==> src/rtl/softmax_row_recip_if.sv <==
// Row-in / reciprocal-vector-out handshake bundle for softmax_row_recip.
// Lanes and entries are Q2.13; index j is column j (input) or row j (output).
interface softmax_row_recip_if;
    logic               I_VLD;
    logic [0:15][15:0]  I_ROW;
    logic               O_RDY;
    logic               O_VLD;
    logic               I_RDY;
    logic [0:15][15:0]  O_VEC;

    modport master (output I_VLD, I_ROW, I_RDY, input O_RDY, O_VLD, O_VEC);
    modport slave  (input I_VLD, I_ROW, I_RDY, output O_RDY, O_VLD, O_VEC);
endinterface

==> src/rtl/softmax_row_recip.sv <==
// Per-row softmax normaliser: sums 16 Q2.13 rows, then emits 1/sum per row via a restoring divider.
// Define SOFTMAX_RECIP_ROUND_EN for a 16-iteration divider with half-up rounding (else truncation).
module softmax_row_recip (
    input logic                I_CLK,
    input logic                I_RST,
    softmax_row_recip_if.slave bus
);

`ifdef SOFTMAX_RECIP_ROUND_EN
    localparam int unsigned NumIter = 16;
`else
    localparam int unsigned NumIter = 15;
`endif
    localparam logic [4:0] LastIter = 5'(NumIter);

    typedef enum logic [1:0] {StLoad, StDiv, StOut} state_e;

    state_e                  state_q, state_d;
    logic [3:0]              row_q, row_d;
    logic [3:0]              div_row_q, div_row_d;
    logic [4:0]              iter_q, iter_d;
    logic [19:0]             rem_q, rem_d;
    logic [NumIter-1:0]      quo_q, quo_d;
    logic                    sat_q, sat_d;
    logic [0:15][19:0]       sum_buf;
    logic [0:15][15:0]       vec_q;

    logic                    beat;
    logic                    vec_we;
    logic [19:0]             row_sum;
    logic [19:0]             divisor;
    logic [20:0]             rem_shift;
    logic [19:0]             rem_sub;
    logic                    rem_ge;
    logic [NumIter-1:0]      quo_next;
    logic [15:0]             result;

    // Negative lanes count as zero.
    always_comb begin
        row_sum = '0;
        for (int j = 0; j < 16; j++) begin
            row_sum = row_sum + (bus.I_ROW[j][15] ? 20'd0 : {5'd0, bus.I_ROW[j][14:0]});
        end
    end

    // One restoring step; remainder stays below the divisor so 20 bits suffice after subtracting.
    always_comb begin
        divisor   = sum_buf[div_row_q];
        rem_shift = {rem_q, 1'b0};
        rem_ge    = rem_shift >= {1'b0, divisor};
        rem_sub   = rem_shift[19:0] - divisor;
        quo_next  = {quo_q[NumIter-2:0], rem_ge};
`ifdef SOFTMAX_RECIP_ROUND_EN
        result    = {1'b0, quo_next[15:1]} + 16'(quo_next[0]);
        if (result[15]) result = 16'h7FFF;
`else
        result    = {1'b0, quo_next};
`endif
        if (sat_q) result = 16'h7FFF;
    end

    always_comb begin
        state_d   = state_q;
        row_d     = row_q;
        div_row_d = div_row_q;
        iter_d    = iter_q;
        rem_d     = rem_q;
        quo_d     = quo_q;
        sat_d     = sat_q;
        beat      = 1'b0;
        vec_we    = 1'b0;
        unique case (state_q)
            StLoad: begin
                beat = bus.I_VLD;
                if (beat) begin
                    row_d = row_q + 4'd1;
                    if (row_q == 4'd15) begin
                        state_d   = StDiv;
                        div_row_d = '0;
                        iter_d    = '0;
                    end
                end
            end
            StDiv: begin
                if (iter_q == 5'd0) begin
                    // Q < 2^15 whenever S > 2048, so the dividend's top bits 2^26 >> 15 seed the remainder.
                    sat_d  = divisor <= 20'd2048;
                    rem_d  = 20'd2048;
                    quo_d  = '0;
                    iter_d = 5'd1;
                end else begin
                    rem_d = rem_ge ? rem_sub : rem_shift[19:0];
                    quo_d = quo_next;
                    if (iter_q == LastIter) begin
                        vec_we    = 1'b1;
                        iter_d    = '0;
                        div_row_d = div_row_q + 4'd1;
                        if (div_row_q == 4'd15) state_d = StOut;
                    end else begin
                        iter_d = iter_q + 5'd1;
                    end
                end
            end
            StOut: begin
                if (bus.I_RDY) begin
                    state_d = StLoad;
                    row_d   = '0;
                end
            end
            default: state_d = StLoad;
        endcase
    end

    always_ff @(posedge I_CLK or posedge I_RST) begin
        if (I_RST) begin
            state_q   <= StLoad;
            row_q     <= '0;
            div_row_q <= '0;
            iter_q    <= '0;
            rem_q     <= '0;
            quo_q     <= '0;
            sat_q     <= 1'b0;
            sum_buf   <= '0;
            vec_q     <= '0;
        end else begin
            state_q   <= state_d;
            row_q     <= row_d;
            div_row_q <= div_row_d;
            iter_q    <= iter_d;
            rem_q     <= rem_d;
            quo_q     <= quo_d;
            sat_q     <= sat_d;
            if (beat)   sum_buf[row_q]   <= row_sum;
            if (vec_we) vec_q[div_row_q] <= result;
        end
    end

    assign bus.O_RDY = (state_q == StLoad);
    assign bus.O_VLD = (state_q == StOut);
    assign bus.O_VEC = vec_q;

endmodule

==> src/flat_wrapper.sv <==
// flat-port wrapper written by rule: the top's interface ports become plain ports
module softmax_row_recip_flat 
  (I_CLK, I_RST, bus_I_VLD, bus_I_ROW, bus_I_RDY, bus_O_RDY, bus_O_VLD, bus_O_VEC);
  softmax_row_recip_if bus_i ();
  input logic I_CLK;
  input logic I_RST;
  input wire logic [$bits(bus_i.I_VLD)-1:0] bus_I_VLD;
  input wire logic [$bits(bus_i.I_ROW)-1:0] bus_I_ROW;
  input wire logic [$bits(bus_i.I_RDY)-1:0] bus_I_RDY;
  output wire logic [$bits(bus_i.O_RDY)-1:0] bus_O_RDY;
  output wire logic [$bits(bus_i.O_VLD)-1:0] bus_O_VLD;
  output wire logic [$bits(bus_i.O_VEC)-1:0] bus_O_VEC;
  assign bus_i.I_VLD = bus_I_VLD;
  assign bus_i.I_ROW = bus_I_ROW;
  assign bus_i.I_RDY = bus_I_RDY;
  assign bus_O_RDY = bus_i.O_RDY;
  assign bus_O_VLD = bus_i.O_VLD;
  assign bus_O_VEC = bus_i.O_VEC;
  softmax_row_recip u_core (.I_CLK(I_CLK), .I_RST(I_RST), .bus(bus_i));
endmodule
==> config.mk <==
export PLATFORM = sky130hd
export DESIGN_NAME = softmax_row_recip_flat
export DESIGN_NICKNAME = d
export VERILOG_FILES = /design/src/rtl/softmax_row_recip_if.sv /design/src/rtl/softmax_row_recip.sv /design/src/flat_wrapper.sv
export SDC_FILE = /design/constraint.sdc
export NUM_CORES = 2
export LEC_CHECK = 0
export CAP_MARGIN = 20
export CORE_MARGIN = 2
export CORE_UTILIZATION = 25
export DETAILED_ROUTE_END_ITERATION = 7
export RECOVER_POWER = 50
export REMOVE_ABC_BUFFERS = 1
export SLEW_MARGIN = 10
export SYNTH_ARGS = -nofsm -noshare
export SYNTH_HDL_FRONTEND = slang
export SYNTH_SLANG_ARGS = --single-unit
==> constraint.sdc <==
create_clock -name I_CLK -period 42.6 [get_ports I_CLK]
set_input_delay 12.78 -clock I_CLK [delete_from_list [all_inputs] [get_ports I_CLK]]
set_output_delay 12.78 -clock I_CLK [all_outputs]
set_load 0.05 [all_outputs]
After elaboration in Yosys (flattened, before gate mapping)
Cells that the tools add are included.
{"block": "totals", "ff_bits": 626, "input_bits": 260, "out_inout_bits": 258, "wordCells": 141}
{"block": "classes", "n_addsub": 19, "n_lt_le_gt_ge": 6, "n_eq_ne": 11, "n_mux": 53, "bitwise": 2, "reduce_logical": 11}
{"op": "320-bit bitwise mux", "count": 1}
{"op": "20-bit adder", "count": 15}
{"op": "256-bit bitwise mux", "count": 1}
{"op": "15-bit 2-to-1 mux", "count": 17}
{"op": "20-bit 2-to-1 mux", "count": 5}
{"op": "20-bit binary-select mux with 4-bit select", "count": 1}
{"op": "20-bit demux with 4-bit select", "count": 1}
{"op": "16-bit demux with 4-bit select", "count": 1}
{"op": "4-bit 2-to-1 mux", "count": 6}
{"op": "21-bit by 20-bit >= comparator with 1-bit output", "count": 1}
{"op": "20-bit by 12-bit less-or-equal comparator with 1-bit output (second input constant)", "count": 1}
{"op": "5-bit 2-to-1 mux", "count": 4}
{"op": "20-bit subtractor", "count": 1}
{"op": "16-bit 2-to-1 mux", "count": 1}
{"op": "4-bit case mux with 2 select lines", "count": 2}
{"op": "14-bit 2-to-1 mux", "count": 1}
{"op": "2-bit 2-to-1 mux", "count": 6}
{"op": "5-bit >= comparator (second input constant)", "count": 2}
{"op": "5-bit by 1-bit less-than comparator with 1-bit output (second input constant)", "count": 2}
{"op": "4-bit inverter with 5-bit output", "count": 2}
{"op": "5-bit case mux with 2 select lines", "count": 1}
{"op": "4-bit by 1-bit adder with 4-bit output (second input constant)", "count": 2}
{"op": "4-bit equality test (second input constant)", "count": 2}
{"op": "2-bit by 1-bit inequality test with 1-bit output (second input constant)", "count": 3}
{"op": "15 further kinds", "count": 23}

Depth between registers and ports, before layout
{"block": "depth", "word_depth": 17, "mapped_depth": 26, "ltp_nobuf": 24}

Least setup slack after synthesis
No wires, ideal clock.
{"block": "synth_timing", "path_type": "in2reg", "startpoint": "input bus_I_ROW[127]", "endpoint": "register u_core.sum_buf[118] (netlist bit)", "setup_time_ns": 0.135, "arrival_time_ns": 18.472, "t_required_ns": 42.465, "setup_slack_ns": 23.993, "path_stages": 23, "path_buffers": 2, "cell_sequence": "clkbuf_1 > nand2b_1 > fa_1 > inv_1 > fa_1 > inv_1 > fa_1 > fa_1 > fa_1 > fa_1 > inv_1 > ha_1 > inv_1 > fa_1 > nor2b_1 > o21ai_0 > a21boi_0 > o211ai_1 > a21oi_1 > o21a_1 > nor4_1 > clkbuf_1 > o31ai_1"}
{"block": "synth_via", "elab_chain_len": 10}
{"item": "start, declared", "line_no": "flat_wrapper.sv:8", "source": "input wire logic [$bits(bus_i.I_ROW)-1:0] bus_I_ROW;"}
{"item": "15-bit 2-to-1 mux", "line_no": "softmax_row_recip.sv:42", "source": "row_sum = row_sum + (bus.I_ROW[j][15] ? 20'd0 : {5'd0, bus.I_ROW[j][14:0]});"}
{"item": "20-bit adder (8 in series)", "line_no": "softmax_row_recip.sv:42"}
{"item": "320-bit bitwise mux", "line_no": "softmax_row_recip.sv:133", "source": "if (beat) sum_buf[row_q] <= row_sum;"}
{"item": "end signal, assigned by index", "line_no": "softmax_row_recip.sv:133"}
{"item": "end, declared", "line_no": "softmax_row_recip.sv:25", "source": "logic [0:15][19:0] sum_buf;"}
No other way between the ends.
A chain may end at the register's enable or synchronous reset.

==> impl_metrics.csv <==
group,metric,value,unit
run_status,status,"finished with violations",
run_status,violations,"max-capacitance violations, max-slew violations",
placed_design,port_buffers,501,
drt,firstDrtPassIters,7,
sta,hold_viol,0,
global_route,met1_usage,0.1861,
layout,area_growth,27.67,%
synth,synth_top_area_cell,"dfrtp_1",
synth,postSynthCellCount,3178,
clock_network,cts_max_level,3,
synth,synthAdderAreaFrac,0.1462,
synth,synth_mux_area_frac,0.09279,
setup_path,worst_ep_arrival_time,21.90,ns
synth,synth_top_family_by_area,"adder cells",
die,die_w,369.0,um
placed_design,dp_hpwl,70210,um
sta,fin_crit,23.30,ns
synth,ys_types,60,
flow_run,drv_cap,9,
die,dieArea,136200,sq um
drt,final_antenna_net_count,0,
sta,fmax,0.04292,GHz
clock_network,clock_path_buffers,3,
setup_path,cp_slowest_stage_delay,5.93,ns
clock_network,ctsHoldBuffers,0,
sta,rsz0062_at_grt,"false",
clock_network,cts-root-buf,"clkbuf_16",
sta,finClkSkew,0.03236,ns
die,start_util,0.2527,
synth,synth_compound_area_frac,0.1035,
global_route,grt.busiest_layer,"met2",
synth,async_flop_share,1.000,
synth,synthXorXnorAreaFrac,0.008415,
synth,ys_seq_elements,610,
synth,yosysMostFrequentCell,"dfrtp_1",
synth,yosys-top-cells-count,"dfrtp_1, nand2_1, nor2_1",
drt,vias_per_cell,4.434,
min_path,worstHoldPathType,"flip-flop to flip-flop",
synth,synth_top_cell_area_share,0.4583,
sta,timing.final.max_slew_violations,485,
global_route,grt_pass1_vias,24610,
die,fp.dieH,369.0,um
sta,setup_viol,0,
placed_design,gp_congestion,0.8740,
synth,synth_warnings,0,
synth,syn_area,33300,sq um
synth,yosys.area_share.simple,0.1362,
die,io-pin-count,518,
layout,drive_above_1_share,0.09717,
setup_path,critPathLaunchType,"input port",
synth,synth_area_leaders,"dfrtp_1, fa_1, mux4_2, a21oi_1, o21ai_0",
global_route,grt_use_total,0.1434,
layout,fill_cells,13480,
synth,synth_area_per_cell,10.48,sq um
synth,ys.flop_type,"dfrtp_1",
global_route,grt_use_met2,0.2369,
global_route,grt-ovfl-total,0,
clock_network,cts_tree,"built",
clock_network,clkSinkCount,610,
clock_network,cts-buffers-inserted,70,
global_route,grt_first_pass_wirelength,150900,um
die,coreArea,131800,sq um
setup_path,cp_slowest_cell,"clkbuf_1",
clock_network,clk_latency,0.62,ns
sta,fin_crit_sh,0.5469,
drt,vias,24080,
global_route,antenna_found_initial,4,
sta,worst_slew_pin_slew,8.448,ns
sta,worst_slew_margin_rel,-4.632,
setup_path,cp_cell_sequence,"dlygate4sd3_1 -> clkinvlp_2 -> clkbuf_1",
clock_network,clk_pin_slew,0.06,ns
drt,drt-initial-drc-count,1616,
setup_path,crit_fanout,163,
drt,wl,99190,um
layout,fin_nets,4145,
drt,route.detailed.drc,0,
global_route,grt_max_degree,164,
clock_network,post_cts_resized,0,
setup_path,worstSetupPathType,"input port to asynchronous set/reset pin",
die,rows,133,
clock_network,cts_setup_buffers,0,
global_route,groute.layer.met3.usage,0.03057,
sta,finalSetupTns,0,ns
setup_path,cp-end-kind,"asynchronous set/reset pin",
setup_path,cp.required,41.20,ns
synth,synth_edf_count,0,
drt,wl_per_cell,18.27,um
synth,seq_area_frac_synth,0.4583,
-- layout make-up --
| cell class | instances | area (sq um) | area share |
|---|---|---|---|
| Antenna cell | 1 | 2.502 | 0.00005885 |
| Clock buffer | 103 | 2047 | 0.04814 |
| Clock inverter | 23 | 219.0 | 0.005150 |
| Inverter | 251 | 943.4 | 0.02219 |
| Multi-Input combinational cell | 2121 | 16360 | 0.3848 |
| Sequential cell | 610 | 15270 | 0.3592 |
| Tap cell | 1755 | 2196 | 0.05165 |
| Timing Repair Buffer | 566 | 5475 | 0.1288 |
-- metal layers --
metal / vias up / routed length (um)
li1: 11320 / -
met2: 763 / 46660
met4: 2 / 2863
met3: 143 / 6440
met5: - / 13
met1: 11840 / 43210
-- placed cells by master, fill, tap and decap left out, drive strengths merged, types with 13 or more instances in the layout --
master         synthesis  routed
mux2                  66      66
o21ai                273     273
ha                    58      58
clkdlybuf4s50          0     377
a21oi                283     283
nor2                 316     316
clkbuf               182     125
conb                   1      16
nand2b               164     164
clkinv                 0      13
xor2                  18      18
inv                  251     256
fa                   207     207
nand2                342     342
dfrtp                610     610
nand3                 31      31
o31ai                 20      20
mux4                  98      98
mux2i                 14      14
xnor2                 14      14
nor3                  15      15
dlygate4sd3            0     124
buf                   29      43
nor2b                 92      92
-- cells by family (layout without fill, tap and decap cells) --
family / count (synthesis) / in the layout
simple gates: 993 / 993
flops: 610 / 610
fa+ha+maj: 265 / 265
buf+inv: 462 / 943
xor+xnor: 32 / 32
compound gates: 637 / 637
mux: 178 / 178
other cells: 1 / 17
-- state kept, by name, summed over array words and instances (netlist names) --
| name | cells |
|---|---|
| u_core.rem_q | 20 |
| u_core.row_q | 4 |
| u_core.sat_q | 1 |
| u_core.div_row_q | 4 |
| u_core.state_q | 2 |
| u_core.quo_q | 14 |
| u_core.sum_buf | 320 |
| u_core.iter_q | 5 |
| u_core.bus.O_VEC | 240 |
-- final timing paths --
path	from	to	slack, ns	cells after the start
min in group asynchronous	I_RST	u_core.bus.O_VEC[224]$_DFFE_PP0P_	13.88	2
worst min-delay path	u_core.sum_buf[118]$_DFFE_PP0P_	u_core.sum_buf[118]$_DFFE_PP0P_	0.47	2
worst max register to register	u_core.div_row_q[0]$_DFFE_PP0P_	u_core.bus.O_VEC[224]$_DFFE_PP0P_	30.38	14
worst min register to register	u_core.sum_buf[118]$_DFFE_PP0P_	u_core.sum_buf[118]$_DFFE_PP0P_	0.47	2
worst max-delay path	I_RST	u_core.bus.O_VEC[130]$_DFFE_PP0P_	19.30	3
max in group I_CLK	bus_I_ROW[223]	u_core.sum_buf[58]$_DFFE_PP0P_	23.37	20
-- worst max-delay path: cells and delay by family --
kind,cells,cell delay (ns)
buffers and inverters,3,8.77
-- metrics by stage --
| stage | utilization | setup WS, ns | instance area, sq um | cells | hold WS [ns] |
|---|---|---|---|---|---|
| final | 0.3226 | 19.30 | 42520 | 5430 | 0.4736 |
| after global routing | 0.3226 | 17.13 | 42520 | 5430 | 0.4920 |
| after CTS | 0.3230 | 22.98 | 42570 | 5419 | 0.4779 |
| after floorplan | - | 12.74 | 32490 | 2982 | 0.4397 |
| after detailed placement | 0.3058 | 22.29 | 40310 | 5293 | 0.4651 |
| after global placement | 0.3053 | 22.40 | 40230 | 5288 | 0.4560 |
Power is left out: the tool's default activity adds up to more than one toggle a clock period on the data nets, which glitch-free logic cannot reach.
